File: config.mk
export PLATFORM = sky130hd
export DESIGN_NAME = uart_rx_os
export DESIGN_NICKNAME = d
export VERILOG_FILES = /design/src/rtl/uart_rx_os.sv
export SDC_FILE = /design/constraint.sdc
export NUM_CORES = 1
export LEC_CHECK = 0
export CORE_MARGIN = 2
export CORE_UTILIZATION = 60
export CTS_BUF_LIST = sky130_fd_sc_hd__clkbuf_4
export CTS_CLUSTER_SIZE = 16
export DETAILED_ROUTE_END_ITERATION = 10
export DONT_BUFFER_PORTS = 1
export GPL_TIMING_DRIVEN = 0
export PLACE_DENSITY = 0.76
export REMOVE_ABC_BUFFERS = 1
export SLEW_MARGIN = 20
export SYNTH_ARGS = -nofsm -noshare
export SYNTH_HDL_FRONTEND = slang
export SYNTH_SLANG_ARGS = --single-unit
File: constraint.sdc
create_clock -name clk -period 4.2 [get_ports clk]
set_input_delay 0.84 -clock clk [delete_from_list [all_inputs] [get_ports clk]]
set_output_delay 0.84 -clock clk [all_outputs]
set_load 0.01 [all_outputs]
File: src/rtl/uart_rx_os.sv
// uart_rx_os: oversampling UART receiver with a status-tagged RX FIFO.
//   clk, rst        : single clock, synchronous active-high reset
//   enable          : receiver enable (low holds tick counter, aborts frame)
//   div             : one oversample tick every div+1 clocks
//   data_bits       : 0..3 selects 5..8 data bits
//   parity_en/odd   : parity bit present / odd (1) or even (0)
//   rx_wm, timeout  : watermark level and idle bit-times (0 disables each)
//   ovr_clr         : clears the sticky overrun flag
//   uart_rx         : asynchronous serial input
//   rd_*            : first-word fall-through FIFO head, popped on valid&&ready
//   level           : FIFO occupancy
//   wm_irq, timeout_irq, overrun : status outputs
module uart_rx_os #(
  parameter int FIFO_DEPTH = 16,
  parameter int DIV_WIDTH  = 16,
  parameter int OSR        = 16,
  parameter int N_SYNC     = 2
) (
  input  logic                          clk,
  input  logic                          rst,
  input  logic                          enable,
  input  logic [DIV_WIDTH-1:0]          div,
  input  logic [1:0]                    data_bits,
  input  logic                          parity_en,
  input  logic                          parity_odd,
  input  logic [$clog2(FIFO_DEPTH):0]   rx_wm,
  input  logic [7:0]                    timeout,
  input  logic                          ovr_clr,
  input  logic                          uart_rx,
  output logic                          rd_valid,
  input  logic                          rd_ready,
  output logic [7:0]                    rd_data,
  output logic                          rd_perr,
  output logic                          rd_ferr,
  output logic                          rd_brk,
  output logic [$clog2(FIFO_DEPTH):0]   level,
  output logic                          wm_irq,
  output logic                          timeout_irq,
  output logic                          overrun
);
  localparam int AW = $clog2(FIFO_DEPTH);
  localparam int OW = $clog2(OSR);
  localparam int IW = $clog2(256 * OSR);

  typedef enum logic [2:0] {IDLE, START, DATA, PARITY, STOP, BRK_WAIT} state_t;

  // ---------------- synchroniser ----------------
  logic [N_SYNC-1:0] sync_q;
  logic              rx_s;

  always_ff @(posedge clk) begin
    if (rst) sync_q <= '1;
    else     sync_q <= {sync_q[N_SYNC-2:0], uart_rx};
  end
  assign rx_s = sync_q[N_SYNC-1];

  // ---------------- oversample tick ----------------
  logic [DIV_WIDTH-1:0] tcnt;
  logic                 tick;

  assign tick = enable && (tcnt == div);

  always_ff @(posedge clk) begin
    if (rst || !enable)  tcnt <= '0;
    else if (tcnt == div) tcnt <= '0;
    else                  tcnt <= tcnt + DIV_WIDTH'(1);
  end

  // ---------------- receive FSM ----------------
  state_t        state, state_nxt;
  logic [OW-1:0] os_cnt;
  logic          s_a, s_b;
  logic [3:0]    bit_idx;
  logic [7:0]    data_q;
  logic          pbit_q;
  logic          vote, vote_pt, bit_end;
  logic [3:0]    nbits;
  logic          brk, perr, push;
  logic [10:0]   push_word;

  assign vote_pt = tick && (os_cnt == OW'(OSR/2 + 1));
  assign bit_end = tick && (os_cnt == OW'(OSR - 1));
  // Third sample is the live line value at the resolve tick.
  assign vote    = (s_a & s_b) | (s_a & rx_s) | (s_b & rx_s);
  assign nbits   = {2'b00, data_bits} + 4'd5;
  assign brk     = (data_q == 8'h00) && (!pbit_q || !parity_en) && !vote;
  assign perr    = parity_en && ((^data_q ^ pbit_q) != parity_odd);
  assign push    = (state == STOP) && vote_pt;
  // A break always has a low stop bit, so ferr is already set for it.
  assign push_word = {brk, ~vote, perr, data_q};

  always_ff @(posedge clk) begin
    if (rst) state <= IDLE;
    else     state <= state_nxt;
  end

  always_comb begin
    state_nxt = state;
    if (!enable) state_nxt = IDLE;
    else begin
      unique case (state)
        IDLE:     if (tick && !rx_s) state_nxt = START;
        START:    if (vote_pt && vote) state_nxt = IDLE;
                  else if (bit_end)    state_nxt = DATA;
        // >= keeps the FSM moving if data_bits shrinks mid-frame.
        DATA:     if (bit_end && bit_idx >= nbits)
                    state_nxt = parity_en ? PARITY : STOP;
        PARITY:   if (bit_end) state_nxt = STOP;
        // Early return at the stop vote lets the next start edge be caught.
        STOP:     if (vote_pt) state_nxt = brk ? BRK_WAIT : IDLE;
        BRK_WAIT: if (rx_s) state_nxt = IDLE;
        default:  state_nxt = IDLE;
      endcase
    end
  end

  always_ff @(posedge clk) begin
    if (rst) begin
      os_cnt  <= '0;
      s_a     <= 1'b1;
      s_b     <= 1'b1;
      bit_idx <= '0;
      data_q  <= '0;
      pbit_q  <= 1'b0;
    end else begin
      // The detecting tick counts as sample 0 of the start bit.
      if (state == IDLE)  os_cnt <= (tick && !rx_s) ? OW'(1) : '0;
      else if (tick)      os_cnt <= (os_cnt == OW'(OSR - 1)) ? '0 : os_cnt + OW'(1);

      if (tick && os_cnt == OW'(OSR/2 - 1)) s_a <= rx_s;
      if (tick && os_cnt == OW'(OSR/2))     s_b <= rx_s;

      if (state == IDLE) begin
        bit_idx <= '0;
        data_q  <= '0;
        pbit_q  <= 1'b0;
      end else begin
        if (state == DATA && vote_pt) begin
          if (bit_idx < 4'd8) data_q[bit_idx[2:0]] <= vote;
          bit_idx <= bit_idx + 4'd1;
        end
        if (state == PARITY && vote_pt) pbit_q <= vote;
      end
    end
  end

  // ---------------- RX FIFO ----------------
  logic [10:0]   mem [FIFO_DEPTH];
  logic [AW-1:0] wptr, rptr;
  logic [AW:0]   level_q;
  logic          full, pop, wr, ovf;
  logic [10:0]   head;

  assign full = (level_q == (AW+1)'(FIFO_DEPTH));
  assign pop  = rd_valid && rd_ready;
  assign wr   = push && (!full || pop);
  assign ovf  = push && full && !pop;
  assign head = mem[rptr];

  always_ff @(posedge clk) begin
    if (wr) mem[wptr] <= push_word;
  end

  always_ff @(posedge clk) begin
    if (rst) begin
      wptr    <= '0;
      rptr    <= '0;
      level_q <= '0;
      overrun <= 1'b0;
    end else begin
      if (wr)  wptr <= wptr + AW'(1);
      if (pop) rptr <= rptr + AW'(1);
      unique case ({wr, pop})
        2'b10:   level_q <= level_q + (AW+1)'(1);
        2'b01:   level_q <= level_q - (AW+1)'(1);
        default: level_q <= level_q;
      endcase
      // A fresh overrun beats a simultaneous clear.
      if (ovf)          overrun <= 1'b1;
      else if (ovr_clr) overrun <= 1'b0;
    end
  end

  assign rd_valid = (level_q != '0);
  assign level    = level_q;
  assign rd_data  = rd_valid ? head[7:0] : 8'h00;
  assign rd_perr  = rd_valid && head[8];
  assign rd_ferr  = rd_valid && head[9];
  assign rd_brk   = rd_valid && head[10];
  assign wm_irq   = (rx_wm != '0) && (level_q >= rx_wm);

  // ---------------- idle timeout ----------------
  logic [IW-1:0] idle_cnt;
  logic [IW-1:0] to_lim;

  assign to_lim = IW'(timeout) * IW'(OSR);

  always_ff @(posedge clk) begin
    if (rst || push || pop || level_q == '0) idle_cnt <= '0;
    else if (state == IDLE && tick && idle_cnt != '1) idle_cnt <= idle_cnt + IW'(1);
  end

  assign timeout_irq = (timeout != 8'd0) && (idle_cnt >= to_lim);
endmodule

==> results.md, run 1 <==
* # fillers at 1,236
* Most common cell after layout, fill and taps aside: edfxtp_1
* Hold path cells at 1
* Reg-to-reg endpoint: mem[8][0]$_DFFE_PP_
* Xor/xnor share of the synthesized area at 4.29%
* Reg area at 6690 um^2
* Hold-fix buffers, CTS at 0
* First-pass GRT wire length at 35.7 mm
* Final worst slack at 0.617 ns
* Synth Area in Simple Gates at 11.9%
* Post-route ant nets at 0
* DP Cell Count at 979
* Area delta synth->final at 8.68%
* R2R Path Start: tcnt[2]$_SDFF_PP0_
* Worst path required time at 3.36 ns
* Pwr per Cell Area at 369 nW/um^2
* Min Tclk post-route at 3.58 ns
* Drt initial violations at 452
* Asr flop ratio synth at 0%
* Number of synthesized flops with an enable pin at 176
* Vias at 6,631
* Final #Nets at 887
* RSZ-0062 raised after global routing: no
* Fmax at 279 MHz
* Tightest Pin Transition at 1.05 ns
* Worst reg-to-reg setup slack at 0.64 ns
* Crit path cell chain: buf_16, mux4_2, mux4_2, and2_1
* Fin cells at 1,084
* Worst min-delay path class: primary input to flip-flop
* I/O pin total at 59
* Total power at 0.00441 W
* GRT Total Usage at 23.8%
* Post-Syn Area at 11,000 um^2
* Vias in the first global route at 6,997
* I/O Buffers at 0
* Flops & latches, synth at 246
* Complex-gate fraction of the synthesized area at 3.68%
* Post-synthesis sequential area ratio at 60.7%
* Unique masters post-synth at 62
* Worst-Skew Late Latency at 0.68 ns
* Fin area at 12,000 um^2
* Die span in y at 139 um
* Area contributors post-synth: edfxtp_1 (48%), dfxtp_1 (13%), mux4_2 (11%)
* Worst hold slack at 0.261 ns
* Initial Utilization at 61.3%
* CP most frequent cell: mux4_2
* CP Launch Type: flip-flop
* Resize count post-CTS at 0
* Num Clock Sinks at 246
* Die Width at 139 um
* Adder-cell share of the synthesized area at 4.48%
* H-tree depth at 2
* Deepest clock path buffer count at 3
* Synth Flop Type: edfxtp_1
* Drt pass-1 iters at 8
* Multi-input gate area at 4050 um^2
* Row count at 49
* Warnings, synthesis at 0
* Arr. time, crit path at 2.74 ns
* Syn Inst Count at 776
* Die ar. at 19,500 um^2
* Pre-CTS WS at 0.206 ns
* Worst-path clk slew at 0.07 ns
* Critical path class: flip-flop to output port
* Leak pwr at 4.41 nW
* Share of cells above drive strength 1 at 19.2%
* CORE AREA at 18,000 um^2
* Final setup vio count at 0
* Worst VDD drop at 190 uV
* Post-DP Area at 11,300 um^2
* Crit Path Max Fanout at 33
* Critical path's slowest cell: mux4_2
* Post-DP HPWL at 14.3 mm
* Final Hold Fails at 0
* Mux contribution to synthesized area at 12.3%
* Post-CTS setup buffers at 0
* Synth top area share at 48.0%
* Largest family of logic cells by synthesized area: multiplexers
* CTS tree: yes
* Inserted Clock Buffers at 58
* R2R cell count at 5
* DR vias/cell at 6.12
* Largest area contributor in the netlist: edfxtp_1
* CP max stage delay at 0.55 ns
* DRC violations left at 0
* Highest-count cells in the layout ignoring fill and taps: edfxtp_1 (176), clkbuf_4 (84), dfxtp_1 (68), mux4_2 (55), nor2_1 (54)
* Status: finished, final reports clean
* Root buf cell: clkbuf_4
* Final Max Tran Viols at 0
* Total congestion overflow at 0
* Initial antenna violation count at 1
* CP endpoint kind: output port
* Period utilisation layout at 85.3%
* Largest net degree at the start of global routing at 34
* Hold endpoint: level[2]$_SDFFE_PP0P_
* Final wirelength at 22.6 mm
* Placer Congestion at 0.929
* HP Start: rst
* WL/cell at 20.8 um
* Max_slew headroom at 29.8%
* Worst clock skew at 0.0583 ns
* Max-Cap Viols at 0
* Syn_area_per_cell at 14.2 um^2
layout make-up:
type	instances	area share, %
Sequential cell	246	55.9
Multi-Input combinational cell	460	33.8
Clock buffer	84	5.27
Tap cell	229	2.39
Inverter	39	1.22
Clock inverter	20	0.690
Timing Repair Buffer	5	0.648
Antenna cell	1	0.0209
logic make-up after synthesis:
group | after synthesis
multiplexers | 66
adder cells (fa/ha/maj) | 39
AND/OR/NAND/NOR | 239
flip-flops | 246
XOR/XNOR | 54
buffers and inverters | 70
AO/OA/AOI/OAI | 62
layer usage:
layer  GRT usage, %  vias up  wire length, um
met4           8.29        0              456
met2           41.2      215            11700
li1               -     3046                -
met3           4.99       39             1330
met1           30.0     3331             9110
met5              0        -                0
metrics by stage:
stage	setup TNS, ns	util (%)
floorplan	0	-
global placement	-10.79	62.1
detailed placement	0	62.6
CTS	0	66.6
global route	0	66.6
finish	0	66.6
synthesized netlist by cell type (3+ instances only):
cell and n:
or4_1 3, nor2_1 54, inv_1 39, nand2_1 35, a21o_1 6, o21ai_0 10, edfxtp_1 176, and3b_1 3
xor2_1 35, mux4_2 55, ha_1 37, and3_1 19, nand3b_1 4, nor4bb_1 3, nor4_1 11, nand3_1 24
dfxtp_1 70, clkbuf_1 15, xnor2_1 19, buf_1 6, nand2b_1 7, nor3_1 18, and2_1 15, nand4_1 14
or3_1 7, mux2i_1 10, buf_2 7, nor2b_1 9, a211oi_1 3, a21oi_1 20
power by group:
part,leakage (nW),internal (W),switching [W]
clock,0.428,0.000920,0.000886
sequential,2.48,0.00257,0.00000207
combinational,1.50,0.0000173,0.0000213
critical path: cells and delay by family (launching register included):
family / cells / cell delay, ns
flops: 1 / 0.52
mux: 2 / 1.06
simple gates: 1 / 0.21
buf+inv: 1 / 0.30
how the worst max path moves through the flow:
stage / endpoint / slack (ns) / cells past startpoint / from
3_3_place_gp: rd_ferr / -0.60 / 3 / flip-flop
6_report: rd_ferr / 0.62 / 4 / flip-flop
3_5_place_dp: mem[4][5]$_DFFE_PP_ / 0.21 / 5 / div[2]
2_1_floorplan: rd_brk / 0.15 / 3 / flip-flop
5_1_grt: mem[4][0]$_DFFE_PP_ / 0.33 / 5 / tcnt[11]$_SDFF_PP0_
4_1_cts: rd_ferr / 0.53 / 4 / flip-flop
flip-flops by register name, indices dropped and copies added, names as in the netlist, 4 cells and up, named ones only:
register  flops
wptr          4
mem         176
idle_cnt     12
tcnt         16
os_cnt        4
level         5
rptr          4
data_q        8
bit_idx       4
(Power assumes the default switching activity.)
==> run 2, diff against run 1 <==
==> constraint.sdc (replaced) <==
create_clock -name clk -period 4.2 [get_ports clk]
set_input_delay 0.84 -clock clk [delete_from_list [all_inputs] [get_ports clk]]
set_output_delay 0.84 -clock clk [all_outputs]
set_load 0.1 [all_outputs]
==> results.md, run 2 (synthesis gave the netlist of run 1 again) <==
* Drt pass-1 iters at 7
* Hold-fix buffers, CTS at 0
* Max-Cap Viols at 0
* Highest-count cells in the layout ignoring fill and taps: edfxtp_1 (176), clkbuf_4 (90), dfxtp_1 (67), mux4_2 (55), nor2_1 (54)
* Initial Utilization at 61.3%
* Multi-input gate area at 4080 um^2
* Initial antenna violation count at 1
* H-tree depth at 2
* Status: finished, final reports clean
* Critical path class: flip-flop to output port
* Pre-CTS WS at 0.227 ns
* DR vias/cell at 6.05
* Row count at 49
* Largest net degree at the start of global routing at 34
* Fmax at 245 MHz
* Largest register FFs at 176
* Worst min-delay path class: primary input to flip-flop
* Total congestion overflow at 0
* Post-DP HPWL at 14.4 mm
* Arr. time, crit path at 3.23 ns
* CP endpoint kind: output port
* CP Launch Type: flip-flop
* Root buf cell: clkbuf_4
* Crit Path Max Fanout at 11
* Pwr per Cell Area at 378 nW/um^2
* Final Hold Fails at 0
* Period utilisation layout at 97.0%
* Deepest clock path buffer count at 3
* CTS tree: yes
* Die Width at 139 um
* Vias in the first global route at 7,061
* Max_slew headroom at 24.6%
* Leak pwr at 4.45 nW
* Worst clock skew at 0.0372 ns
* Worst-Skew Late Latency at 0.67 ns
* First-pass GRT wire length at 36.6 mm
* Vias at 6,606
* # fillers at 1,248
* Final Max Tran Viols at 0
* DRC violations left at 0
* Worst hold slack at 0.241 ns
* Post-DP Area at 11,300 um^2
* Die ar. at 19,500 um^2
* Largest reg by FF count: mem
* Worst VDD drop at 211 uV
* I/O pin total at 59
* Die span in y at 139 um
* RSZ-0062 raised after global routing: no
* Final worst slack at 0.126 ns
* Worst path required time at 3.36 ns
* Share of cells above drive strength 1 at 20.2%
* Fin area at 12,100 um^2
* WL/cell at 21.0 um
* Placer Congestion at 0.929
* Area delta synth->final at 9.76%
* Final core utilization at 67.3%
* Num Clock Sinks at 246
* Min Tclk post-route at 4.07 ns
* Inserted Clock Buffers at 59
* Final #Nets at 889
* Most common cell after layout, fill and taps aside: edfxtp_1
* Worst-path clk slew at 0.07 ns
* Tightest Pin Transition at 1.13 ns
* Fin cells at 1,092
* CORE AREA at 18,000 um^2
* Final setup vio count at 0
* Final wirelength at 22.9 mm
* Post-route ant nets at 0
* DP Cell Count at 980
* Largest regs: mem: 176 flops, tcnt: 16 flops, idle_cnt: 12 flops
* Drt initial violations at 440
* I/O Buffers at 0
* Reg area at 6690 um^2
* GRT Total Usage at 24.5%
==> run 2: area by class of cell <==
| cell class | count | area share, % |
|---|---|---|
| clock inverter | 21 | 0.880 |
| antenna | 1 | 0.0207 |
| multi-input combinational | 460 | 33.7 |
| inverter | 39 | 1.21 |
| timing repair buffer | 6 | 0.807 |
| clock buffer | 90 | 5.59 |
| sequential | 246 | 55.4 |
| tap | 229 | 2.37 |
==> run 2: report_power, final <==
| part | leakage, nW | internal [W] | switching (W) |
|---|---|---|---|
| clock network | 0.465 | 0.00104 | 0.000917 |
| logic | 1.51 | 0.0000175 | 0.0000242 |
| registers | 2.48 | 0.00257 | 0.00000206 |
==> run 2: metrics by stage <==
stage                     power [W]  TNS (ns)
after floorplan             0.00266     -1.82
after global placement      0.00266    -14.79
after detailed placement    0.00267         0
after CTS                   0.00461         0
after global routing        0.00474         0
final                       0.00457         0
==> run 2: per-layer routing <==
metal	vias up	share of wire [%]	track usage [%]
li1	3053	-	-
met1	3259	40	31.4
met2	258	51	41.2
met3	36	6.8	5.13
met4	0	2.1	9.78
met5	-	0	0
==> run 2: path summary, 6_finish.rpt <==
check                           slack, ns             startpoint  cells after the start               endpoint
worst max register to register       0.58     tcnt[2]$_SDFF_PP0_                      5   mem[12][0]$_DFFE_PP_
worst max-delay path                 0.13  level[1]$_SDFFE_PP0P_                      4             rd_data[0]
worst min-delay path                 0.24                    rst                      1  level[2]$_SDFFE_PP0P_
worst min register to register       0.42   sync_q[0]$_SDFF_PP1_                      1   sync_q[1]$_SDFF_PP1_
==> run 2: what timing repair did <==
item	in CTS	in global routing
endpoints found under the setup margin	1	0
buffers inserted	0	0
endpoints found under the hold margin	0	0
resized for setup	2	0
==> run 2: worst max-delay path, stage by stage (launching register included) <==
cell,delay (ns)
dfxtp_1,1.07
nor4_1,0.19
nand2b_2,0.24
buf_12,0.22
and2_1,0.81
==> run 3, diff against run 2 <==
--- a/config.mk
+++ b/config.mk
@@ -10,9 +10,8 @@
 export CTS_BUF_LIST = sky130_fd_sc_hd__clkbuf_4
 export CTS_CLUSTER_SIZE = 16
 export DETAILED_ROUTE_END_ITERATION = 10
-export DONT_BUFFER_PORTS = 1
 export GPL_TIMING_DRIVEN = 0
-export PLACE_DENSITY = 0.76
+export PLACE_DENSITY_LB_ADDON = 0.05
 export REMOVE_ABC_BUFFERS = 1
 export SLEW_MARGIN = 20
 export SYNTH_ARGS = -nofsm -noshare
==> results.md, run 3 (synthesis gave the netlist of run 1 again) <==
* Final wirelength at 23.2 mm
* Worst clock skew at 0.0472 ns
* Worst VDD drop at 193 uV
* Total congestion overflow at 0
* Drt pass-1 iters at 5
* Worst path required time at 3.36 ns
* R2R cell count at 5
* Hold-fix buffers, CTS at 0
* H-tree depth at 2
* R2R Path Start: tcnt[3]$_SDFF_PP0_
* Die ar. at 19,500 um^2
* Final worst slack at 0.204 ns
* Met1 GRT Util at 32.6%
* DRC violations left at 0
* Most common cell after layout, fill and taps aside: edfxtp_1
* Met3 usage at 4.71%
* CORE AREA at 18,000 um^2
* Leak pwr at 4.70 nW
* CP endpoint kind: output port
* Tightest Pin Transition at 1.04 ns
* Inserted Clock Buffers at 59
* Initial antenna violation count at 1
* Final setup vio count at 0
* Max_slew headroom at 30.3%
* Critical path class: flip-flop to output port
* Largest net degree at the start of global routing at 45
* Row count at 49
* Pre-CTS WS at -0.257 ns
* I/O Buffers at 58
* Reg-to-reg endpoint: mem[1][2]$_DFFE_PP_
* GRT Max-Usage Layer: met2
* CP startpoint: level[1]$_SDFFE_PP0P_
* CTS tree: yes
* Largest reg by FF count: mem
* First-pass GRT wire length at 36.7 mm
* Final Hold Fails at 0
* Min Tclk post-route at 4.00 ns
* RSZ-0062 raised after global routing: no
* Worst-path clk slew at 0.07 ns
* Highest-count cells in the layout ignoring fill and taps: edfxtp_1 (176), clkbuf_4 (94), dfxtp_1 (68), mux4_2 (55), nor2_1 (54)
* Status: finished, final reports clean
* I/O pin total at 59
* Arr. time, crit path at 3.16 ns
* Root buf cell: clkbuf_4
* Pwr per Cell Area at 364 nW/um^2
* Post-route ant nets at 0
* Die span in y at 139 um
* Worst min-delay path class: flip-flop to flip-flop
* WL/cell at 20.1 um
* Placer Congestion at 0.906
* Vias in the first global route at 6,868
* Drt initial violations at 390
* Share of cells above drive strength 1 at 19.8%
* Setup crit end: rd_valid
* Die Width at 139 um
* GRT Total Usage at 24.5%
* DR vias/cell at 5.95
* Initial Utilization at 61.3%
* CP Launch Type: flip-flop
* Crit Path Max Fanout at 15
* Deepest clock path buffer count at 3
* Met2 GRT Util at 40.9%
* Post-DP HPWL at 14.2 mm
* Worst reg-to-reg setup slack at 0.65 ns
* Worst-Skew Late Latency at 0.69 ns
* Largest regs: mem: 176 flops, tcnt: 16 flops, idle_cnt: 12 flops
* Vias at 6,838
* Area delta synth->final at 14.1%
* Period utilisation layout at 95.1%
* Final #Nets at 948
* Fmax at 250 MHz
* Final Max Tran Viols at 0
* Largest register FFs at 176
* Num Clock Sinks at 246
* Total power at 0.00457 W
* Max-Cap Viols at 0
[run 3: cell count changes in the layout (fill, tap and decap cells not counted), sizes merged, moves of 5 or more]
| cell | before | now |
|---|---|---|
| clkdlybuf4s50 | 0 | 45 |
| buf | 6 | 14 |
| clkbuf | 90 | 95 |
| clkinv | 19 | 14 |
| dlygate4sd2 | 0 | 5 |
[run 3: where the power goes]
part           leakage, nW  switching, W  internal (W)
logic                 1.76     0.0000390     0.0000478
registers             2.48    0.00000197       0.00257
clock network        0.457      0.000902       0.00101
total                 4.70      0.000943       0.00363
[run 3: worst max-delay path, cell delays in order, from the launching register on]
cell             delay, ns
dfxtp_1               0.45
nor4_1                0.10
nand2b_1              0.65
clkdlybuf4s50_1       1.28
[run 3: per-layer routing]
layer / part of all wire, % / routed length [um] / vias to the layer above
li1: - / - / 3177
met1: 41 / 9600 / 3366
met2: 50 / 11700 / 250
met3: 6.0 / 1380 / 45
met4: 2.1 / 496 / 0
met5: 0 / 0 / -
[run 3: area by class of cell]
cell class / count / area (um^2)
clock inverter: 15 / 65.1
antenna: 1 / 2.50
multi-input combinational: 460 / 4050
clock buffer: 94 / 706
tap: 229 / 287
inverter: 39 / 146
sequential: 246 / 6690
fill: 1225 / 5400
timing repair buffer: 65 / 614
[run 3: worst min path at each step]
stage	from	to	depth (start not counted)
global placement	sync_q[0]$_SDFF_PP1_	sync_q[1]$_SDFF_PP1_	1
detailed placement	sync_q[0]$_SDFF_PP1_	sync_q[1]$_SDFF_PP1_	1
floorplan	sync_q[0]$_SDFF_PP1_	sync_q[1]$_SDFF_PP1_	1
global route	sync_q[0]$_SDFF_PP1_	sync_q[1]$_SDFF_PP1_	1
finish	sync_q[0]$_SDFF_PP1_	sync_q[1]$_SDFF_PP1_	1
CTS	sync_q[0]$_SDFF_PP1_	sync_q[1]$_SDFF_PP1_	1
[run 3: timing repair]
action                                  in CTS  in global routing
gates resized for setup                     37                  6
setup buffers                                1                  2
endpoints found under the setup margin      13                  3
hold endpoints to repair                     0                  0
[run 3: per-stage QoR]
stage | utilization, % | area, um^2 | TNS (ns) | hold slack [ns] | std cells
after global routing | 69.9 | 12600 | 0 | 0.426 | 1149
after floorplan | - | 10900 | -1.82 | 0.389 | 745
after CTS | 69.9 | 12600 | -0.226 | 0.416 | 1146
after detailed placement | 65.7 | 11800 | -30.98 | 0.402 | 1036
final | 69.9 | 12600 | 0 | 0.410 | 1149
after global placement | 65.3 | 11700 | -46.27 | 0.393 | 1032
